==> src/rtl/vga_fb_pkg.sv <==
// ---------------------------------------------------------------------------
// vga_fb_pkg
// Shared types and default geometry for the frame-buffer arbiter slice.
//   state_e      : arbiter FSM state (IDLE / ACTIVE / DONE)
//   DEF_*        : default frame geometry and pixel width
//   FRAME_WORDS  : words in a default-sized frame
//   frame_words(): words in a frame of arbitrary geometry
// ---------------------------------------------------------------------------
package vga_fb_pkg;

    typedef enum logic [1:0] {
        ST_IDLE   = 2'd0,  // after reset, writer traffic only
        ST_ACTIVE = 2'd1,  // prefetching the current frame
        ST_DONE   = 2'd2   // every read of the frame issued, writer traffic only
    } state_e;

    localparam int DEF_H_PIXELS = 640;
    localparam int DEF_V_PIXELS = 480;
    localparam int DEF_DATA_W   = 24;
    localparam int FRAME_WORDS  = DEF_H_PIXELS * DEF_V_PIXELS;

    function automatic int frame_words(input int h_pixels, input int v_pixels);
        return h_pixels * v_pixels;
    endfunction

endpackage

==> src/rtl/vga_fb_fifo.sv <==
// ---------------------------------------------------------------------------
// vga_fb_fifo
// Synchronous show-ahead FIFO for display prefetch data. The head entry is
// visible on head_o whenever valid_o is high; pop_i consumes it.
//   clk, rst     : clock, synchronous active-high reset
//   flush_i      : empty the FIFO; wins over push and pop in the same cycle
//   push_i       : write push_data_i (caller guarantees space via credits)
//   pop_i        : consume head; ignored when empty
//   head_o       : current head entry
//   valid_o      : FIFO non-empty
//   level_o      : occupancy, 0..DEPTH
// ---------------------------------------------------------------------------
module vga_fb_fifo #(
    parameter int DATA_W = 24,
    parameter int DEPTH  = 16
) (
    input  logic                     clk,
    input  logic                     rst,
    input  logic                     flush_i,
    input  logic                     push_i,
    input  logic [DATA_W-1:0]        push_data_i,
    input  logic                     pop_i,
    output logic [DATA_W-1:0]        head_o,
    output logic                     valid_o,
    output logic [$clog2(DEPTH):0]   level_o
);

    localparam int PTR_W = $clog2(DEPTH);
    localparam int LVL_W = PTR_W + 1;

    logic [DATA_W-1:0] mem_q [DEPTH];
    logic [PTR_W-1:0]  wr_ptr_q, rd_ptr_q;
    logic [LVL_W-1:0]  level_q;
    logic              do_pop;
    logic              full;

    assign do_pop  = pop_i && (level_q != '0);
    assign full    = (level_q == LVL_W'(DEPTH));
    assign valid_o = (level_q != '0);
    assign level_o = level_q;
    assign head_o  = mem_q[rd_ptr_q];

    // NOTE: state registers use non-blocking assignments so every flop in the
    // design samples its inputs from the same pre-edge values.
    always_ff @(posedge clk) begin
        if (rst || flush_i) begin
            wr_ptr_q <= '0;
            rd_ptr_q <= '0;
            level_q  <= '0;
        end else begin
            // Credits upstream make a push into a full FIFO impossible.
            assert (!(push_i && full && !do_pop));
            if (push_i) wr_ptr_q <= wr_ptr_q + 1'b1;
            if (do_pop) rd_ptr_q <= rd_ptr_q + 1'b1;
            case ({push_i, do_pop})
                2'b10:   level_q <= level_q + 1'b1;
                2'b01:   level_q <= level_q - 1'b1;
                default: level_q <= level_q;
            endcase
        end
    end

    // NOTE: storage is deliberately not reset; valid_o and level_o gate every
    // read of it, and leaving it unreset lets it map onto RAM primitives.
    always_ff @(posedge clk) begin
        if (push_i && !flush_i) mem_q[wr_ptr_q] <= push_data_i;
    end

endmodule

==> src/rtl/vga_fb_arbiter.sv <==
// ---------------------------------------------------------------------------
// vga_fb_arbiter
// Shares one single-port frame-buffer RAM between display prefetch (linear
// raster reads into a show-ahead FIFO) and a valid/ready pixel writer.
// Priority each cycle: urgent read > write > opportunistic read > idle.
//   clk, rst             : pixel clock, synchronous active-high reset
//   frame_start          : restart prefetch at address 0, flush FIFO
//   pix_ready/valid/data : display side of the prefetch FIFO
//   wr_valid/addr/data   : writer request; wr_ready = granted this cycle
//   mem_en/we/addr/wdata : RAM strobe and write port
//   mem_rdata            : RAM read data, RD_LAT cycles after a read strobe
//   fifo_level           : FIFO occupancy
//   underrun             : sticky, display asked for data the FIFO lacked
// Optional (macro VGA_FB_ARB_STATS_EN):
//   wr_stall_cnt         : saturating count of blocked writer cycles
// ---------------------------------------------------------------------------
module vga_fb_arbiter
    import vga_fb_pkg::*;
#(
    parameter int ADDR_W     = 19,
    parameter int DATA_W     = DEF_DATA_W,
    parameter int H_PIXELS   = DEF_H_PIXELS,
    parameter int V_PIXELS   = DEF_V_PIXELS,
    parameter int FIFO_DEPTH = 16,
    parameter int LOW_WM     = 8,
    parameter int RD_LAT     = 2
) (
    input  logic                          clk,
    input  logic                          rst,
    input  logic                          frame_start,
    input  logic                          pix_ready,
    output logic                          pix_valid,
    output logic [DATA_W-1:0]             pix_data,
    input  logic                          wr_valid,
    input  logic [ADDR_W-1:0]             wr_addr,
    input  logic [DATA_W-1:0]             wr_data,
    output logic                          wr_ready,
    output logic                          mem_en,
    output logic                          mem_we,
    output logic [ADDR_W-1:0]             mem_addr,
    output logic [DATA_W-1:0]             mem_wdata,
    input  logic [DATA_W-1:0]             mem_rdata,
    output logic [$clog2(FIFO_DEPTH):0]   fifo_level,
    output logic                          underrun
`ifdef VGA_FB_ARB_STATS_EN
    ,
    output logic [15:0]                   wr_stall_cnt
`endif
);

    localparam int LVL_W = $clog2(FIFO_DEPTH) + 1;
    localparam int SUM_W = LVL_W + 1;
    localparam logic [ADDR_W-1:0] LAST_ADDR = ADDR_W'(frame_words(H_PIXELS, V_PIXELS) - 1);
    localparam logic [SUM_W-1:0]  DEPTH_S   = SUM_W'(FIFO_DEPTH);
    localparam logic [SUM_W-1:0]  LOW_WM_S  = SUM_W'(LOW_WM);

    state_e             state_q, state_d;
    logic [ADDR_W-1:0]  rd_addr_q, rd_addr_d;
    logic [LVL_W-1:0]   inflight_q, inflight_d;
    logic [LVL_W-1:0]   discard_q, discard_d;
    logic [RD_LAT-1:0]  rd_pipe_q, rd_pipe_d;
    logic               underrun_q, underrun_d;

    logic               rd_grant, wr_grant;
    logic               urgent, credit;
    logic               ret, push, pop;
    logic [SUM_W-1:0]   occupancy;

    // Reads still in flight count against FIFO space so the FIFO cannot overflow.
    assign occupancy = SUM_W'(fifo_level) + SUM_W'(inflight_q);
    assign credit    = (state_q == ST_ACTIVE) && (occupancy < DEPTH_S);
    assign urgent    = (state_q == ST_ACTIVE) && (occupancy < LOW_WM_S);

    // ---- FSM: state register ----
    always_ff @(posedge clk) begin
        if (rst) state_q <= ST_IDLE;
        else     state_q <= state_d;
    end

    // ---- FSM: next state ----
    // NOTE: every signal assigned in a combinational block gets a default
    // first, so no path through the block can leave it holding (a latch).
    always_comb begin
        state_d = state_q;
        if (frame_start) begin
            state_d = ST_ACTIVE;
        end else if (state_q == ST_ACTIVE && rd_grant && rd_addr_q == LAST_ADDR) begin
            state_d = ST_DONE;
        end
    end

    // ---- FSM: outputs (grant decision) ----
    always_comb begin
        rd_grant = 1'b0;
        wr_grant = 1'b0;
        if (urgent)        rd_grant = 1'b1;
        else if (wr_valid) wr_grant = 1'b1;
        else if (credit)   rd_grant = 1'b1;
    end

    assign wr_ready  = wr_grant;
    assign mem_en    = rd_grant | wr_grant;
    assign mem_we    = wr_grant;
    assign mem_addr  = wr_grant ? wr_addr : rd_addr_q;
    assign mem_wdata = wr_grant ? wr_data : '0;

    // ---- Read tracking and FIFO feed ----
    assign ret  = rd_pipe_q[RD_LAT-1];
    assign push = ret && (discard_q == '0) && !frame_start;
    assign pop  = pix_valid && pix_ready;

    always_comb begin
        // Shift in this cycle's read; the oldest bit falls off as it returns.
        rd_pipe_d  = RD_LAT'({rd_pipe_q, rd_grant});
        inflight_d = inflight_q + LVL_W'(rd_grant) - LVL_W'(ret);
        rd_addr_d  = rd_addr_q;
        discard_d  = discard_q;
        underrun_d = underrun_q;

        if (frame_start) begin
            // Everything still outstanding after this cycle, including a read
            // granted right now, belongs to the old frame.
            rd_addr_d = '0;
            discard_d = inflight_d;
        end else begin
            if (rd_grant) rd_addr_d = rd_addr_q + 1'b1;
            if (ret && discard_q != '0) discard_d = discard_q - 1'b1;
        end

        if (pix_ready && !pix_valid && (state_q == ST_ACTIVE || state_q == ST_DONE)) begin
            underrun_d = 1'b1;
        end
    end

    always_ff @(posedge clk) begin
        if (rst) begin
            rd_addr_q  <= '0;
            inflight_q <= '0;
            discard_q  <= '0;
            rd_pipe_q  <= '0;
            underrun_q <= 1'b0;
        end else begin
            rd_addr_q  <= rd_addr_d;
            inflight_q <= inflight_d;
            discard_q  <= discard_d;
            rd_pipe_q  <= rd_pipe_d;
            underrun_q <= underrun_d;
        end
    end

    assign underrun = underrun_q;

    vga_fb_fifo #(
        .DATA_W (DATA_W),
        .DEPTH  (FIFO_DEPTH)
    ) u_fifo (
        .clk         (clk),
        .rst         (rst),
        .flush_i     (frame_start),
        .push_i      (push),
        .push_data_i (mem_rdata),
        .pop_i       (pop),
        .head_o      (pix_data),
        .valid_o     (pix_valid),
        .level_o     (fifo_level)
    );

`ifdef VGA_FB_ARB_STATS_EN
    logic [15:0] stall_cnt_q, stall_cnt_d;

    always_comb begin
        stall_cnt_d = stall_cnt_q;
        if (frame_start) begin
            stall_cnt_d = '0;
        end else if (wr_valid && !wr_ready && stall_cnt_q != 16'hFFFF) begin
            stall_cnt_d = stall_cnt_q + 16'd1;
        end
    end

    always_ff @(posedge clk) begin
        if (rst) stall_cnt_q <= '0;
        else     stall_cnt_q <= stall_cnt_d;
    end

    assign wr_stall_cnt = stall_cnt_q;
`endif

endmodule
==> config.mk <==
export PLATFORM = sky130hd
export DESIGN_NAME = vga_fb_arbiter
export DESIGN_NICKNAME = d
export VERILOG_FILES = /design/src/rtl/vga_fb_pkg.sv /design/src/rtl/vga_fb_fifo.sv /design/src/rtl/vga_fb_arbiter.sv
export SDC_FILE = /design/constraint.sdc
export NUM_CORES = 1
export LEC_CHECK = 0
export BUFFER_PORTS_ARGS = -buffer_cell sky130_fd_sc_hd__buf_2
export CAP_MARGIN = 20
export CELL_PAD_IN_SITES_DETAIL_PLACEMENT = 1
export CELL_PAD_IN_SITES_GLOBAL_PLACEMENT = 2
export CORE_MARGIN = 2
export CORE_UTILIZATION = 49
export DETAILED_ROUTE_END_ITERATION = 12
export PLACE_DENSITY_LB_ADDON = 0.25
export SLEW_MARGIN = 20
export SYNTH_ARGS = -nofsm -noshare
export SYNTH_HDL_FRONTEND = slang
export SYNTH_SLANG_ARGS = --single-unit
export TNS_END_PERCENT = 20
==> constraint.sdc <==
create_clock -name clk -period 6.1 [get_ports clk]
set_input_delay 0.305 -clock clk [delete_from_list [all_inputs] [get_ports clk]]
set_output_delay 0.305 -clock clk [all_outputs]
set_load 0.01 [all_outputs]
Word-level counts from Yosys, hierarchy flattened
Memories as Yosys holds them, arrays and structs flattened. A register that Yosys moved wholly into a read port is not among the register bits.
Cells that the tools add are included.
W data, S select, Z words.
- bits in writable memories: 384
- word-level logic and storage cells: 67
- bits in read-only memories: 0
- latch bits: 0
- output and inout port bits: 77
- memories: 1
- register bits: 47
- reductions and logical operators: 23
- $mul: 0
- bitwise operators: 1
- $add $sub $neg: 9
- $lt $le $gt $ge: 2
- divide/modulo/power cells: 0
- shift-type cells: 0
- multiplexer cells: 16
- eq/ne operators: 5
- memories (memory ; words ; bits a word ; read ports ; clocked after memory_dff ; write ports ; RTL line ; source):
    u_fifo.mem_q ; 16 ; 24 ; 1 ; 1 ; 1 ; vga_fb_fifo.sv:31 ; logic [DATA_W-1:0] mem_q [DEPTH];
- operators by type and width (cell ; number):
    $mux W24 ; 1
    $add A19 B1 Y19 const B ; 1
    $eq A19 B19 Y1 const B ; 1
    $mux W19 ; 1
    $logic_and A1 B1 Y1 ; 12
    $mux W5 ; 2
    $pmux W5 S2 ; 1
    $reduce_bool A5 Y1 ; 2
    $sub A5 B1 Y5 const B ; 2
    $mux W1 ; 9
    $add A4 B1 Y4 const B ; 2
    $mux W4 ; 2
    $add A5 B5 Y6 ; 1
    $lt A6 B4 Y1 const B ; 1
    $lt A6 B5 Y1 const B ; 1
    $reduce_bool A2 Y1 ; 3
    $add A5 B1 Y5 ; 1
    $add A5 B1 Y5 const B ; 1
    $logic_not A5 Y1 ; 1
    $sub A5 B1 Y5 ; 1
    $eq A2 B1 Y1 const B ; 2
    $eq A2 B2 Y1 const B ; 2
    $logic_not A1 Y1 ; 2
    $logic_or A1 B1 Y1 ; 2
    other kinds (2) ; 2

Logic depth before layout (Yosys ltp)
Gate-level depths: netlist of run 1.
- depth in word-level cells: 10
- mapped depth: 14

Cells and area by module
Synthesis of run 1 repeated with hierarchy kept, for this count alone.
- cell total of the unflattened synthesis: 995
- area total of the unflattened synthesis: 17914.7 um^2
- by module, submodules not included (module ; seq. area each (um^2) ; cells an instance ; instances ; area each (um^2)):
    vga_fb_fifo ; 11871.4 ; 706 ; 1 ; 15362.2
    vga_fb_arbiter ; 680.7 ; 289 ; 1 ; 2552.4

Least setup slack after synthesis of run 1
Ideal clock, no wire load.
- kind: register -> register
- from: register discard_q[4]
- to: memory u_fifo.mem_q[3][0] (enable)
- stages on the path, launching flop included: 5
- required time: 5.665 ns
- path slack: 2.743 ns
- path buffers: 0
- library setup time: 0.435 ns
- clock period less this slack: 3.357 ns
- data arrival time: 2.922 ns
- path through: dfxtp_1 > or4_1 > nor2_1 > nand2_1 > nor3_1
- word-level cells in the longest chain between the ends: 6
- ends and longest elaborated chain (what ; RTL line ; source):
    start, declared ; vga_fb_arbiter.sv:60 ; logic [LVL_W-1:0] discard_q, discard_d;
    start signal, assigned ; vga_fb_arbiter.sv:145 ; discard_q <= discard_d;
    $logic_not A5 Y1 ; vga_fb_arbiter.sv:109 ; assign push = ret && (discard_q == '0) && !frame_start;
    $logic_and A1 B1 Y1 (2 in a row) ; vga_fb_arbiter.sv:109 ;
    $logic_and A1 B1 Y1 ; vga_fb_fifo.sv:66 ; if (push_i && !flush_i) mem_q[wr_ptr_q] <= push_data_i;
    $mux W1 ; vga_fb_fifo.sv:66 ;
    $mux W1 (implied by the code) ; vga_fb_fifo.sv:66 ;
    end, declared ; vga_fb_fifo.sv:31 ;
No other way between the ends.

==> results.cfg, run 1 <==
[setup_path]
path_class = reg2out
worst_ep_required_time_ps = 5790
critPathLaunchType = flop
crit_end = pix_data[2]
rr_startpoint = u_fifo.level_o[4]$_SDFFE_PP0P_
crit_fanout = 52
reg2reg_to = discard_q[4]$_SDFFE_PP0P_
cp-end-kind = output port
r2r_cells = 12
rrSetupSlack_ps = 2490
arrival_ps = 3320

[sta]
finalHoldViolCount = 0
tightestPinTransition_ps = 1110
final.setup_skew_ps = 14.3
fin_crit_ps = 3630
fin_crit_sh_pct = 59.5
whs_ps = 147
rsz0062_at_grt = no
max_freq_mhz = 276
relSlewSlack_pct = 25.7
drv_slew = 0
setup_tns_ps = 0
finalSetupViolCount = 0

[floorplan]
floorplan.initialDensity_pct = 49.3
dieArea_sq_um = 37100
die-width_microns = 193
fp.coreArea_sq_um = 35300
ios = 149
rows = 69
die_y_microns = 193

[yosys]
synth_area_leaders = edfxtp_1 (66%), mux4_2 (16%), dfxtp_1 (5.9%), ha_1 (1.5%), nor2_1 (1.1%)
synthTopCellsByCount = edfxtp_1 (384), mux4_2 (120), nor2_1 (52)
ys_ff_latch = 435
synth_top_area_share_pct = 66.2
synth-async-reset-ratio_pct = 0
syn_avg_cell_area_sq_um = 19.4
synth.most_common_cell = edfxtp_1
yosys.area.top_type = edfxtp_1
syn-num-nets = 994
synth_edf_count = 384
synth_seq_area_share_pct = 72.1
synth_ff_type = edfxtp_1
synthCells = 899
syn_area_sq_um = 17400
yosys_warnings = 0
yosysUniqueCellTypes = 45

[clocking]
cts.sinks = 435
clk_pin_slew_worst_paths_ps = 60
clk_latency_ps = 540
cts.repair.resized = 0
post_cts_buffers = 0
cts_buffers = 44
htreeDepth = 2
root_buffer = clkbuf_16
hold_buffers = 0
cts_tree = yes
clk_path_buf_depth = 3

[cells_and_area]
syn2layout_area_growth_pct = 16.1
fill_cells = 3157
fin_nets = 1152
layout-drive-gt1-share_pct = 34.6
post-route-util_pct = 57.2

[pwr]
leakagePower_nw = 6.60
peakVddDrop_v = 0.000199
power_density_nw_per_um2 = 310

[detailed_routing]
first_iter_violations = 503
routedWlPerCell_microns = 24.5
routed_via_density = 5.75
finalWirelength_microns = 38000
drc_errors = 0
num_vias = 8922
dr.pass1.iters = 4
ant_nets = 0

[run_status]
status = completed

[job]
maxCapViolCount = 0

[grt]
antenna_found_initial = 2
grt_pass1_wl_microns = 58100
grt_pass1_vias = 9543
track_usage_pct = 21.3
grt_max_degree = 65
grt-ovfl-total = 0

[min_path]
hold_class = in2reg

[placement]
gp_congestion = 0.747
hpwlAfterDp_microns = 21700
io_buffers = 148
critical path: stages, from the launching register on:
cell,delay [ps]
dfxtp_4,970
buf_12,470
mux4_2,570
mux4_2,540
buf_2,170
placed cells by master, fill, tap and decap left out, types with 3 or more instances in the layout:
cell type / synthesis / layout
nand3_1: 8 / 8
nor2_4: 0 / 12
nor4b_1: 3 / 3
dfxtp_1: 51 / 48
or3_1: 8 / 8
inv_1: 20 / 20
nor3_1: 9 / 5
nor3_2: 0 / 4
mux2_2: 16 / 16
buf_2: 7 / 148
clkbuf_16: 0 / 47
and2_1: 24 / 24
nor2_1: 52 / 40
o31ai_1: 3 / 3
nand4_1: 8 / 8
nor4_1: 6 / 6
or4_1: 4 / 4
clkinv_1: 0 / 12
dfxtp_4: 0 / 3
nand2_1: 20 / 20
nor2b_1: 6 / 6
a21o_1: 3 / 3
nand2b_1: 6 / 6
ha_1: 21 / 21
and3_1: 3 / 3
o21ai_0: 10 / 10
buf_4: 1 / 8
clkbuf_1: 37 / 7
bufinv_16: 0 / 3
mux2i_1: 8 / 8
xor2_1: 9 / 9
edfxtp_1: 384 / 384
a21oi_1: 13 / 13
xnor2_1: 16 / 16
mux4_2: 120 / 120
clkinv_2: 0 / 8
metal layers:
layer / vias up / share of wire [%] / global-route usage [%]
met1: 4650 / 42 / 28.2
met3: 52 / 5.1 / 3.26
met4: 2 / 1.6 / 5.14
li1: 3934 / - / -
met2: 284 / 51 / 37.2
met5: - / 0.018 / 0
state kept, by name, indices dropped and copies added, names as in the netlist, named ones only:
name / count
rd_pipe_q: 2
u_fifo.mem_q: 384
inflight_q: 5
state_q: 2
u_fifo.rd_ptr_q: 4
underrun: 1
discard_q: 5
u_fifo.wr_ptr_q: 4
rd_addr_q: 19
u_fifo.level_o: 5
through the flow:
stage          cells  worst slack (ps)  power, W  instance area, sq um
4_1_cts         1549              2360   0.00633                 20100
3_3_place_gp    1470              2530   0.00372                 18700
3_5_place_dp    1470              2440   0.00373                 18700
2_1_floorplan    899              2740   0.00359                 17400
5_1_grt         1551              2220   0.00649                 20200
6_report        1552              2470   0.00627                 20200
layout make-up:
cell class / instances / area (sq um) / share of cell area, %
diodes: 1 / 2.50 / 0.0124
clock buffers: 55 / 1220 / 6.02
clock inverters: 24 / 191 / 0.947
inverters: 20 / 75.1 / 0.371
multi-input cells: 397 / 4710 / 23.3
flip-flops and latches: 435 / 12600 / 62.2
well taps: 461 / 577 / 2.85
repair buffers: 159 / 876 / 4.33
power by group:
group | switching, W | total [W] | internal, W | leakage [nW]
Clock | 0.00108 | 0.00261 | 0.00154 | 0.694
Combinational | 0.000204 | 0.000363 | 0.000159 | 2.04
Sequential | 0.0000274 | 0.00329 | 0.00327 | 3.87
cells by family (layout without fill, tap and decap cells):
group / after synthesis / in the layout / share of synthesized area [%]
xor gates and xnor gates: 25 / 25 / 1.26
adders and majority gates: 23 / 23 / 1.74
buffers and inverters: 67 / 258 / 1.52
AOI/OAI and AO/OA: 40 / 40 / 1.44
muxes: 144 / 144 / 17.0
other: 0 / 1 / 0
and+or+nand+nor: 165 / 165 / 4.94
DFF: 435 / 435 / 72.1
worst min-delay path by stage:
stage / start / to / slack, ps / depth (start not counted)
finish: mem_rdata[3] / u_fifo.mem_q[13][3]$_DFFE_PP_ / 150 / 1
global route: mem_rdata[19] / u_fifo.mem_q[5][19]$_DFFE_PP_ / 140 / 1
CTS: mem_rdata[14] / u_fifo.mem_q[2][14]$_DFFE_PP_ / 130 / 1
detailed placement: rd_pipe_q[0]$_SDFF_PP0_ / rd_pipe_q[1]$_SDFF_PP0_ / 430 / 1
global placement: rd_pipe_q[0]$_SDFF_PP0_ / rd_pipe_q[1]$_SDFF_PP0_ / 420 / 1
floorplan: mem_rdata[0] / u_fifo.mem_q[0][0]$_DFFE_PP_ / 400 / 0
(Power assumes the default switching activity.)
==> run 2: changes to the inputs <==
--- a/config.mk
+++ b/config.mk
@@ -10,7 +10,7 @@
 export CELL_PAD_IN_SITES_DETAIL_PLACEMENT = 1
 export CELL_PAD_IN_SITES_GLOBAL_PLACEMENT = 2
 export CORE_MARGIN = 2
-export CORE_UTILIZATION = 49
+export CORE_UTILIZATION = 41
 export DETAILED_ROUTE_END_ITERATION = 12
 export PLACE_DENSITY_LB_ADDON = 0.25
 export SLEW_MARGIN = 20
==> constraint.sdc (replaced) <==
create_clock -name clk -period 3.1 [get_ports clk]
set_input_delay 0.155 -clock clk [delete_from_list [all_inputs] [get_ports clk]]
set_output_delay 0.155 -clock clk [all_outputs]
set_load 0.01 [all_outputs]
==> run 2 against run 1 <==
Compared with the run above: via count up 2.0%; routed wire length up 4.8%; clock power up 99%; register-to-register slack worse by 2400 ps; sequential share of layout area down 2.2 points; clock skew down 0.73 ps; hold slack worse by 130 ps.
==> results.cfg, run 2 (synthesis gave the netlist of run 1 again) <==
[clocking]
cts_buffers = 45
clk_pin_slew_worst_paths_ps = 60
cts.sinks = 435
clk_path_buf_depth = 3
clk_latency_ps = 550
post_cts_buffers = 0
root_buffer = clkbuf_16
htreeDepth = 2
cts_tree = yes

[cells_and_area]
final_common_cell = edfxtp_1
regMostFlops = u_fifo.mem_q
n_antenna_cell = 0
layout-drive-gt1-share_pct = 36.2
reg_top3 = u_fifo.mem_q x384, rd_addr_q x19
post-route-util_pct = 49.9
fill_cells = 3904
seq_area_sq_um = 12600
largest_register_ffs = 384
layout_common_cells = edfxtp_1 (384), buf_2 (148), mux4_2 (120)
syn2layout_area_growth_pct = 20.3
multi_input_area_sq_um = 4740
fin_nets = 1211

[sta]
final.setup_skew_ps = 13.5
fin_crit_sh_pct = 96.3
finalSetupViolCount = 0
rsz0062_at_grt = yes
whs_ps = 17.8
fin_crit_ps = 2980
tightestPinTransition_ps = 730
drv_slew = 0
relSlewSlack_pct = 50.7
setup_tns_ps = 0
finalHoldViolCount = 0
max_freq_mhz = 335

[setup_path]
crit_fanout = 2
worst_ep_required_time_ps = 3530
critPathLaunchType = flop
path_class = reg2reg
arrival_ps = 3420
cp-end-kind = flop

[floorplan]
fp.coreArea_sq_um = 41900
floorplan.initialDensity_pct = 41.5
dieArea_sq_um = 44100
rows = 75
ios = 149
die-width_microns = 210
die_y_microns = 210

[grt]
grt_pass1_vias = 9721
grt_pass1_wl_microns = 60800
grt-ovfl-total = 0
track_usage_pct = 18.5
antenna_found_initial = 0
grt_max_degree = 60

[detailed_routing]
finalWirelength_microns = 39800
num_vias = 9101
first_iter_violations = 680
routed_via_density = 5.39
ant_nets = 0
dr.pass1.iters = 7
drc_errors = 0
routedWlPerCell_microns = 23.6

[run_status]
status = completed

[pwr]
peakVddDrop_v = 0.000348
leakagePower_nw = 6.90
totalPowerFinal_w = 0.0125
power_density_nw_per_um2 = 595

[placement]
gp_congestion = 0.749
io_buffers = 148
hpwlAfterDp_microns = 23400

[job]
maxCapViolCount = 0

[min_path]
hold_class = in2reg
run 2: cell count changes in the layout (fill, tap and decap cells not counted), moves of 2 or more:
cell / change
buf_16: -2
clkinv_2: -2
buf_4: +23
buf_12: +11
dlygate4sd3_1: +25
clkbuf_1: +4
clkinvlp_4: +2
run 2: per-stage QoR:
step	cell area (sq um)	worst slack, ps	std cells
after floorplan	17400	-225	899
after global placement	19200	9.24	1583
after detailed placement	19200	-20.7	1583
after CTS	20900	2.29	1690
after global routing	21000	-41.8	1690
final	21000	116	1690
run 2: path summary, 6_finish.rpt:
check	from	end	slack, ps	depth (start not counted)
setup / recovery	inflight_q[4]$_SDFF_PP0_	discard_q[4]$_SDFFE_PP0P_	120	12
hold / removal	pix_ready	underrun$_SDFFE_PP0P_	20	4
setup reg to reg	inflight_q[4]$_SDFF_PP0_	discard_q[4]$_SDFFE_PP0P_	120	12
hold reg to reg	rd_pipe_q[0]$_SDFF_PP0_	rd_pipe_q[1]$_SDFF_PP0_	440	1
run 2: layout make-up:
class                      instances  share of cell area (%)
clock buffer                      58                    5.76
clock inverter                    24                    1.03
timing repair buffer             217                    7.04
multi-input combinational        397                    22.6
tap                              539                    3.22
inverter                          20                   0.358
sequential                       435                    60.0
run 2: critical path, stage by stage (launching register included):
cell and delay [ps]:
dfxtp_1 320, ha_1 290, or4b_4 550, nand2b_4 170, ha_1 270, inv_1 40
ha_2 170, fa_2 340, a21o_1 190, a21oi_2 130, xnor2_1 130, nor2_1 70
a32o_1 210
run 2: what timing repair did:
item,4_1_cts,5_1_grt
gates resized for setup,2,11
endpoints found under the setup margin,3,20
endpoints found under the hold margin,390,0
hold buffers,25,0
pin swaps,1,3
run 2: where the power goes:
part,total [W],switching [W],internal (W)
Combinational,0.000801,0.000425,0.000376
Sequential,0.00649,0.0000557,0.00643
Clock,0.00519,0.00218,0.00300
Total,0.0125,0.00266,0.00981
run 2: metal layers:
metal	part of all wire [%]	vias up	track usage, %	wire, microns
li1	-	4046	-	-
met1	44	4725	25.9	17500
met3	5.1	46	2.91	2050
met4	1.5	0	4.18	608
met5	0	-	0	0
met2	49	284	30.7	19600
==> run 3: changes to the inputs <==
--- a/config.mk
+++ b/config.mk
@@ -5,7 +5,7 @@
 export SDC_FILE = /design/constraint.sdc
 export NUM_CORES = 1
 export LEC_CHECK = 0
-export BUFFER_PORTS_ARGS = -buffer_cell sky130_fd_sc_hd__buf_2
+export BUFFER_PORTS_ARGS = -buffer_cell sky130_fd_sc_hd__buf_4
 export CAP_MARGIN = 20
 export CELL_PAD_IN_SITES_DETAIL_PLACEMENT = 1
 export CELL_PAD_IN_SITES_GLOBAL_PLACEMENT = 2
==> run 3 against run 2 <==
Compared with the run above: die area stayed put; first-iteration DRC count shrank 13%; clock skew grew 29 ps; routed wire length up 0.98%; total power is 1.0% lower; sequential share of layout area down 0.86 points; largest cell class unchanged.
==> results.cfg, run 3 (synthesis gave the netlist of run 1 again) <==
[grt]
grt-ovfl-total = 0
use_met3_pct = 3.01
track_usage_pct = 18.6
grt_pass1_wl_microns = 61600
grt_pass1_vias = 9987
use_met1_pct = 25.1
antenna_found_initial = 1
grt-busiest-layer = met2
met2_usage_pct = 31.9
grt_max_degree = 49

[cells_and_area]
post-route-util_pct = 50.7
layout-drive-gt1-share_pct = 36.1
fin_nets = 1217
fill_cells = 3910
largest_register_ffs = 384
regMostFlops = u_fifo.mem_q
layout_common_cells = edfxtp_1 (384), buf_4 (186), mux4_2 (120)
reg_top3 = u_fifo.mem_q x384, rd_addr_q x19
syn2layout_area_growth_pct = 22.1
final_common_cell = edfxtp_1

[pwr]
swShare_pct = 21.7
p_int_w = 0.00966
power_density_nw_per_um2 = 581
seq_power_share_pct = 52.5
switchingPower_w = 0.00268
p_comb_share_pct = 7.2
leakagePower_nw = 6.98
clkPwrFrac_pct = 40.3
peakVddDrop_v = 0.000394

[min_path]
min_from = pix_ready
hold_class = in2reg

[floorplan]
die_y_microns = 210
ios = 149
fp.coreArea_sq_um = 41900
die-width_microns = 210
rows = 75
dieArea_sq_um = 44100
floorplan.initialDensity_pct = 41.5

[job]
maxCapViolCount = 0

[detailed_routing]
ant_nets = 0
drc_errors = 0
finalWirelength_microns = 40200
routedWlPerCell_microns = 23.8
first_iter_violations = 592
num_vias = 9192
routed_via_density = 5.43
dr.pass1.iters = 5

[setup_path]
arrival_ps = 3420
worst_ep_required_time_ps = 3530
crit_fanout = 2
path_class = reg2reg
rr_startpoint = u_fifo.level_o[4]$_SDFFE_PP0P_
critPathLaunchType = flop
cp-end-kind = flop
cp-startpoint = u_fifo.level_o[4]$_SDFFE_PP0P_

[placement]
io_buffers = 148
hpwlAfterDp_microns = 24200
gp_congestion = 0.744

[sta]
fin_crit_ps = 2990
setup_tns_ps = 0
relSlewSlack_pct = 46.0
tightestPinTransition_ps = 799
fin_crit_sh_pct = 96.3
max_freq_mhz = 335
drv_slew = 0
rsz0062_at_grt = no
finalSetupViolCount = 0
whs_ps = 30.5
final.setup_skew_ps = 42.8
finalHoldViolCount = 0

[clocking]
cts.sinks = 435
clk_pin_slew_worst_paths_ps = 50
root_buffer = clkbuf_16
clk_path_buf_depth = 3
cts_buffers = 46
clk_latency_ps = 580
htreeDepth = 2
cts_tree = yes

[run_status]
status = completed
==> run 3: metal layers <==
layer / share of wire (%) / wire [microns] / vias to the layer above
met2: 51 / 20400 / 282
li1: - / - / 4057
met4: 1.7 / 690 / 0
met5: 0 / 0 / -
met1: 43 / 17300 / 4805
met3: 4.7 / 1910 / 48
==> run 3: worst paths after layout <==
path	endpoint	slack [ps]	cells after the start
worst max-delay path	discard_q[4]$_SDFFE_PP0P_	110	12
worst min-delay path	underrun$_SDFFE_PP0P_	30	4
worst max register to register	discard_q[4]$_SDFFE_PP0P_	110	12
worst min register to register	rd_pipe_q[1]$_SDFF_PP0_	430	1
==> run 3: through the flow <==
step	area, sq um	total power [W]	setup slack [ps]	cells
global route	21300	0.0128	19.0	1693
floorplan	17400	0.00706	-225	899
detailed placement	19600	0.00745	-104	1588
global placement	19600	0.00742	36.8	1588
CTS	21200	0.0125	4.37	1692
finish	21300	0.0123	114	1693
==> run 3: cell type report <==
cell class	count	area [sq um]	share of cell area, %
sequential	435	12600	59.1
multi-input combinational	397	4740	22.3
timing repair buffer	222	1860	8.74
clock buffer	64	1240	5.83
tap	539	674	3.17
clock inverter	15	104	0.489
inverter	20	75.1	0.353
antenna	1	2.50	0.0118
==> run 3: repair_timing <==
| item | CTS | global route |
|---|---|---|
| hold buffers | 25 | 0 |
| setup endpoints to repair | 17 | 18 |
| gates resized for setup | 5 | 8 |
| setup buffers | 0 | 0 |
| endpoints found under the hold margin | 395 | 0 |
| pin swaps | 0 | 4 |
==> run 3: power groups by stage <==
stage          combinational, W  sequential, W  clock, W
6_report               0.000890        0.00649   0.00497
5_1_grt                0.000979        0.00649   0.00531
4_1_cts                0.000894        0.00649   0.00509
3_5_place_dp           0.000840        0.00661         0
3_3_place_gp           0.000818        0.00661         0
2_1_floorplan          0.000461        0.00659         0
==> run 3: critical path: stages (launching register included) <==
cell,delay [ps]
dfxtp_1,310
ha_1,300
or4b_4,500
nand2b_4,170
ha_1,280
inv_1,40
ha_2,180
fa_2,360
a21o_1,180
a21oi_2,150
xnor2_1,130
nor2_1,70
a32o_1,200
